## src/rtl/move_btn_conditioner.sv

```systemverilog
// Push-button conditioner: two-flop synchroniser, debounce, one pulse per press with optional
// auto-repeat, and a post-collision lockout that also waits for the button to be released.
module move_btn_conditioner #(
    parameter int unsigned DEBOUNCE_CYCLES = 250000,
    parameter bit          REPEAT_EN       = 1'b1,
    parameter int unsigned REPEAT_DELAY    = 12500000,
    parameter int unsigned REPEAT_PERIOD   = 3125000,
    parameter int unsigned LOCKOUT_CYCLES  = 25000000,
    parameter int unsigned CNT_W           = 25
) (
    input  logic clk,
    input  logic reset,
    input  logic btn_raw,
    input  logic collision,
    output logic move_pulse,
    output logic btn_level,
    output logic locked
);

    localparam int unsigned DW = (DEBOUNCE_CYCLES > 1) ? $clog2(DEBOUNCE_CYCLES) : 1;

    localparam logic [DW-1:0]    DcntLast   = DW'(DEBOUNCE_CYCLES - 1);
    localparam logic [CNT_W-1:0] DelayLast  = CNT_W'(REPEAT_DELAY - 1);
    localparam logic [CNT_W-1:0] PeriodLast = CNT_W'(REPEAT_PERIOD - 1);
    localparam logic [CNT_W-1:0] LockLast   = CNT_W'(LOCKOUT_CYCLES - 1);

    typedef enum logic [1:0] {StIdle, StHeld, StRepeat, StLockout} state_e;

    logic             sync1_q, sync2_q;
    logic             level_q, level_d;
    logic             level_prev_q;
    logic [DW-1:0]    dcnt_q, dcnt_d;
    logic [CNT_W-1:0] timer_q, timer_d;
    state_e           state_q, state_d;
    logic             pulse_q, pulse_d;
    logic             press;

    always_ff @(posedge clk or posedge reset) begin
        if (reset) begin
            sync1_q      <= 1'b0;
            sync2_q      <= 1'b0;
            level_q      <= 1'b0;
            level_prev_q <= 1'b0;
            dcnt_q       <= '0;
            timer_q      <= '0;
            state_q      <= StIdle;
            pulse_q      <= 1'b0;
        end else begin
            sync1_q      <= btn_raw;
            sync2_q      <= sync1_q;
            level_q      <= level_d;
            level_prev_q <= level_q;
            dcnt_q       <= dcnt_d;
            timer_q      <= timer_d;
            state_q      <= state_d;
            pulse_q      <= pulse_d;
        end
    end

    // Level only changes after DEBOUNCE_CYCLES consecutive disagreeing samples.
    always_comb begin
        level_d = level_q;
        dcnt_d  = '0;
        if (sync2_q != level_q) begin
            if (dcnt_q == DcntLast) begin
                level_d = sync2_q;
            end else begin
                dcnt_d = dcnt_q + 1'b1;
            end
        end
    end

    assign press = level_q & ~level_prev_q;

    always_comb begin
        state_d = state_q;
        timer_d = timer_q + 1'b1;
        pulse_d = 1'b0;
        if (collision) begin
            // Collision wins over any same-cycle press or repeat.
            state_d = StLockout;
            timer_d = '0;
        end else begin
            unique case (state_q)
                StIdle: begin
                    timer_d = '0;
                    if (press) begin
                        pulse_d = 1'b1;
                        state_d = StHeld;
                    end
                end
                StHeld: begin
                    if (!level_q) begin
                        state_d = StIdle;
                        timer_d = '0;
                    end else if (REPEAT_EN && (timer_q == DelayLast)) begin
                        pulse_d = 1'b1;
                        state_d = StRepeat;
                        timer_d = '0;
                    end
                end
                StRepeat: begin
                    if (!level_q) begin
                        state_d = StIdle;
                        timer_d = '0;
                    end else if (timer_q == PeriodLast) begin
                        pulse_d = 1'b1;
                        timer_d = '0;
                    end
                end
                StLockout: begin
                    if (timer_q == LockLast) begin
                        timer_d = timer_q;
                        // Button must also be released so a held press cannot replay instantly.
                        if (!level_q) begin
                            state_d = StIdle;
                            timer_d = '0;
                        end
                    end
                end
            endcase
        end
    end

    assign move_pulse = pulse_q;
    assign btn_level  = level_q;
    assign locked     = (state_q == StLockout);

endmodule

```

## config.mk

```make
export PLATFORM = sky130hd
export DESIGN_NAME = move_btn_conditioner
export DESIGN_NICKNAME = d
export VERILOG_FILES = /design/src/rtl/move_btn_conditioner.sv
export SDC_FILE = /design/constraint.sdc
export NUM_CORES = 1
export LEC_CHECK = 0
export ABC_AREA = 0
export BUFFER_PORTS_ARGS = -buffer_cell sky130_fd_sc_hd__buf_2
export CORE_MARGIN = 5
export CORE_UTILIZATION = 25
export CTS_BUF_LIST = sky130_fd_sc_hd__clkbuf_4
export DETAILED_ROUTE_END_ITERATION = 8
export PLACE_DENSITY_LB_ADDON = 0.3
export SLEW_MARGIN = 20
export SYNTH_ARGS = -nofsm -noshare
export SYNTH_HDL_FRONTEND = slang
export SYNTH_SLANG_ARGS = --single-unit
```

## constraint.sdc

```tcl
create_clock -name clk -period 3.7 [get_ports clk]
set_clock_uncertainty 0.2 [all_clocks]
set_input_delay 0.74 -clock clk [delete_from_list [all_inputs] [get_ports clk]]
set_output_delay 0.74 -clock clk [all_outputs]
set_load 0.01 [all_outputs]
```

Word-level counts from Yosys, hierarchy flattened
Index checks and enable logic that the tools add are counted.
{"block": "word_totals", "elab_cells": 51, "reg_bits": 50}
{"block": "op_classes", "n_mux": 24, "n_addsub": 2, "n_bitwise": 2, "reduce_logical": 3, "n_eq_ne": 12}
{"cell": "two-way mux 25 bit", "count": 7}
{"cell": "case mux 25 bit (4 select lines)", "count": 1}
{"cell": "two-way mux 18 bit", "count": 2}
{"cell": "adder 25 x 1 -> 25 bit, second input constant", "count": 1}
{"cell": "== test 25 x 22 -> 1 bit, second input constant", "count": 1}
{"cell": "== test 25 x 24 -> 1 bit, second input constant", "count": 1}
{"cell": "== test 25 bit, second input constant", "count": 1}
{"cell": "adder 18 x 1 -> 18 bit, second input constant", "count": 1}
{"cell": "== test 18 bit, second input constant", "count": 1}
{"cell": "two-way mux 2 bit", "count": 6}
{"cell": "inequality test 4 bit, second input constant", "count": 2}
{"cell": "case mux 2 bit (4 select lines)", "count": 1}
{"cell": "two-way mux 1 bit", "count": 6}
{"cell": "== test 2 bit, second input constant", "count": 2}
{"cell": "inequality test 3 x 2 -> 1 bit, second input constant", "count": 1}
{"cell": "inequality test 3 bit, second input constant", "count": 1}
{"cell": "case mux 1 bit (3 select lines)", "count": 1}
{"cell": "AND reduction 3 bit", "count": 1}
{"cell": "== test 2 x 1 -> 1 bit, second input constant", "count": 1}
{"cell": "zero test 2 bit", "count": 1}
{"cell": "AND reduction 2 bit", "count": 1}
{"cell": "AND 1 bit", "count": 1}
{"cell": "inequality test 1 bit", "count": 1}
{"cell": "inverter 1 bit", "count": 1}

Depth between registers and ports, before layout
{"block": "logic_depth", "word_depth": 5, "depth_mapped": 7}

Worst setup path after synthesis
Ideal clock, no wire load.
{"block": "synth_path", "kind": "register to register", "from": "register timer_q[6]", "to": "register timer_q[1]", "path_slack_ns": 1.325, "t_arrival_ns": 2.051, "stages_incl_launch_ff": 7, "cell_sequence": "dfrtp_1 > or3_1 > or4_1 > o31a_1 > o31ai_4 > buf_6 > o22ai_1"}
{"block": "synth_between", "elab_chain_len": 5, "word_cells_on_any_way": 11, "classes_between": "eq/ne: 4; mux: 7"}
{"item": "from (decl)", "line_no": "33", "source": "logic [CNT_W-1:0] timer_q, timer_d;"}
{"item": "from (signal assigned)", "line_no": "54", "source": "timer_q <= timer_d;"}
{"item": "== test 25 x 22 -> 1 bit / == test 25 x 24 -> 1 bit (equally long branches)", "line_no": "106, 96"}
{"item": "two-way mux 25 bit, on equally long branches", "line_no": "106, 96"}
{"item": "two-way mux 25 bit, on equally long branches", "line_no": "103, 93"}
{"item": "case mux 25 bit (4 select lines)", "line_no": "84", "source": "unique case (state_q)"}
{"item": "two-way mux 25 bit", "line_no": "79", "source": "if (collision) begin"}
Several ways; a longest one is shown, not always the timed one.
A chain may end at the register's enable or synchronous reset.

Worst setup path after layout
{"block": "layout_path", "from": "register timer_q[6]", "to": "register timer_q[23]"}
{"block": "layout_between", "elab_chain_len": 5, "word_cells_on_any_way": 12, "classes_between": "add/sub: 1; eq/ne: 4; mux: 7"}
{"item": "adder 25 x 1 -> 25 bit, or another cell as far along", "line_no": "77", "source": "timer_d = timer_q + 1'b1;"}
{"item": "two-way mux 25 bit, on equally long branches", "line_no": "106, 96"}
{"item": "two-way mux 25 bit, on equally long branches", "line_no": "103, 93"}
{"item": "case mux 25 bit (4 select lines)", "line_no": "84"}
{"item": "two-way mux 25 bit", "line_no": "79"}
Several ways; a longest one is shown, not always the timed one.

==> summary.md <==
| Metric | Value |
|---|---|
| I/O Pins | `7` |
| Synth Flop Type | `dfrtp_1` |
| HP Class | `flop to flop` |
| Max-cap violations | `0` |
| Critical path class | `flop to flop` |
| Int Power | `roughly 0.85 mW` |
| Worst Tran Pin Value | `0.707 ns` |
| GRT Resource Usage Total | `9.13%` |
| Worst slew margin | `a little over half` |
| Flops & latches, synth | `50` |
| Reg power frac | `between 40% and 50%` |
| PD cells | `389 nW/um2` |
| CTS tree | `yes` |
| First-pass GRT wire length | `between 10,000 and 15,000 um` |
| Clock buffer depth | `2` |
| GRT overflow | `0` |
| Final Total Pwr | `1.18 mW` |
| Drt initial violations | `just over 90` |
| Number of synthesized flops with an enable pin | `0` |
| Area grow syn2layout | `9.71%` |
| Register area share after synthesis | `45.4%` |
| CP required | `about 3.8 ns` |
| Setup bufs post-CTS | `0` |
| Port bufs | `6` |
| Final Max Slew Viols | `0` |
| Placed instance area | `a little under 3000 um2` |
| Remaining antenna violation count | `0` |
| Via count of the first global-routing pass | `2,022` |
| Final WL | `5590 um` |
| CP Capture Type | `flop` |
| CTS Buf Count | `5` |
| Post-DP HPWL | `3960 um` |
| Setup TNS | `0 ns` |
| Cell Rows | `38` |
| Post-synthesis cell type count | `41` |
| CTS sink count | `50` |
| Netlist Area Pre-Place | `2760 um2` |
| WL/cell | `12.8 um` |
| Core box area | `10,800 um2` |
| Die W | `between 100 and 150 um` |
| Final hold vios | `0` |
| Hold_buf cts | `0` |
| Residual DRC | `0` |
| Static Leak | `1.15 nW` |
| GR Layer Usage met1 | `13.2%` |
| Net Sw Frac | `27.8%` |
| Largest net degree at the start of global routing | `33` |
| Switching power | `0.328 mW` |
| Maximum clock rate | `0.350 GHz` |
| Max IR drop VDD | `0.150 mV` |
| Final setup vio count | `0` |
| Layout cells sized above 1 | `13.9%` |
| Initial antenna violation count | `0` |
| WP data arrival | `between 2 and 3 ns` |
| Busiest grt layer | `met2` |
| M3 GR Usage | `1.32%` |
| Ys Warns | `0` |
| Worst-path clk slew | `~0.15 ns` |
| Clock share of power | `approximately 33%` |
| Part of the cycle the worst path needs | `77.2%` |
| Drt pass-1 iters | `4` |
| Placed cells | `about 430` |
| Worst-path maximum fanout | `15` |
| Fin crit period | `~2.9 ns` |
| Htree depth | `2` |
| Total Nets Final | `304` |
| Via count | `1,983` |
| Fillers | `1,152` |
| Net count after synthesis | `295` |
| Post-route cell area | `3020 um2` |
| Initial Utilization | `25.4%` |
| Gate power share | `17.1%` |
| Syn_area_per_cell | `9.71 um2` |
| Fin cells | `435` |
| Post-cts sizing count | `0` |
| Root buf cell | `clkbuf_4` |
| Die ar. | `~13,000 um2` |
| Insertion delay to the later sink of the worst-skew pair | `0.36 ns` |
| RePlAce Congestion | `a little under 0.8` |
| Status | `completed` |
| Vias per cell | `4.56` |
| Setup crit start kind | `flop` |
| Die Ht | `115 um` |
| RSZ-0062 raised after global routing | `false` |
| M2 GR Usage | `14.2%` |
| Post-Synthesis Cells | `284` |
| Asr flop ratio synth | `100%` |
[registers in the layout (all words and copies together) (netlist names)]
register	count
btn_level	1
timer_q	25
sync2_q	1
level_prev_q	1
sync1_q	1
move_pulse	1
state_q	2
dcnt_q	18
[final cells by class]
type,count,area (um2),area share [%]
clock buffer,5,37.5,1.24
tap,140,175,5.79
sequential,50,1250,41.4
inverter,15,56.3,1.86
timing repair buffer,10,60.1,1.99
multi-input combinational,211,1380,45.6
clock inverter,3,63.8,2.11
antenna,1,2.50,0.0827
[cells in the mapped netlist, types with 2 or more instances]
| cell | count | area [um2] |
|---|---|---|
| dfrtp_1 | 50 | 1250 |
| nor2_1 | 36 | 135 |
| xnor2_1 | 27 | 236 |
| nand2_1 | 21 | 78.8 |
| a21oi_2 | 16 | 140 |
| inv_1 | 15 | 56.3 |
| nand3_1 | 15 | 75.1 |
| xor2_1 | 12 | 105 |
| nor4_1 | 10 | 62.6 |
| nand4_1 | 9 | 56.3 |
| nor3_1 | 8 | 40.0 |
| ha_1 | 7 | 87.6 |
| o21ai_0 | 7 | 35.0 |
| or2_2 | 5 | 31.3 |
| a21oi_1 | 4 | 20.0 |
| buf_6 | 4 | 45.0 |
| and3_1 | 3 | 18.8 |
| nor2b_1 | 3 | 18.8 |
| and4_1 | 2 | 17.5 |
| clkbuf_1 | 2 | 7.51 |
| mux2i_1 | 2 | 20.0 |
| nand2b_1 | 2 | 12.5 |
| nand4b_1 | 2 | 17.5 |
| nor4b_1 | 2 | 17.5 |
| nor4bb_1 | 2 | 20.0 |
| or3_1 | 2 | 12.5 |
| or4_1 | 2 | 15.0 |
[through the flow]
stage | setup WS [ns] | hold WS [ns] | utilization (%)
6_report | 0.845 | 0.203 | 27.9
5_1_grt | 0.732 | 0.212 | 27.9
4_1_cts | 0.843 | 0.205 | 27.9
3_5_place_dp | 0.888 | 0.169 | 26.9
3_3_place_gp | 0.912 | 0.162 | 26.9
2_1_floorplan | 1.32 | 0.131 | -
[kinds of logic after synthesis]
kind of cell    Yosys count  share of synthesized area, %
mux                       2                         0.726
compound gates           34                          9.35
simple gates            129                          24.3
flops                    50                          45.4
fa+ha+maj                 7                          3.18
xor+xnor                 39                          12.4
buf+inv                  23                          4.63
[final timing paths]
| check | endpoint | startpoint | cells past startpoint | slack (ns) |
|---|---|---|---|---|
| max in group asynchronous | timer_q[7] | reset | 3 | 2.32 |
| min | sync2_q | sync1_q | 0 | 0.20 |
| max | timer_q[23] | timer_q[6] | 5 | 0.85 |
| max reg2reg | timer_q[23] | timer_q[6] | 5 | 0.85 |
| min reg2reg | sync2_q | sync1_q | 0 | 0.20 |
| min in group asynchronous | sync1_q | reset | 2 | 0.27 |
[power by group through the flow]
| stage | clock, mW | combinational (mW) | sequential, mW |
|---|---|---|---|
| finish | 0.388 | 0.202 | 0.587 |
| global placement | 0 | 0.204 | 0.598 |
| global route | 0.423 | 0.230 | 0.591 |
| detailed placement | 0 | 0.204 | 0.598 |
| CTS | 0.404 | 0.206 | 0.587 |
| floorplan | 0 | 0.163 | 0.593 |
[routing by layer]
layer | share of wire (%) | up-vias
met5 | 0 | -
met4 | 1.1 | 0
met3 | 3.4 | 4
met2 | 44 | 38
met1 | 51 | 945
li1 | - | 996
[worst max-delay path, stage by stage, from the launching register on]
cell and delay [ns]:
dfrtp_1 0.45, or3_1 0.39, or4_1 0.43, or4_1 0.79, buf_4 0.35, a21oi_1 0.17
[cells in the final DEF (no fill, tap or decap), drive strengths merged, types with 3 or more instances in the layout]
cell    count
dfrtp      50
nor2       36
xnor2      27
nand2      21
a21oi      20
nand3      15
inv        15
xor2       12
nor4       10
buf        10
nand4       9
nor3        8
o21ai       8
ha          7
or2         6
clkbuf      5
nor2b       3
and3        3
(Power assumes the default switching activity.)
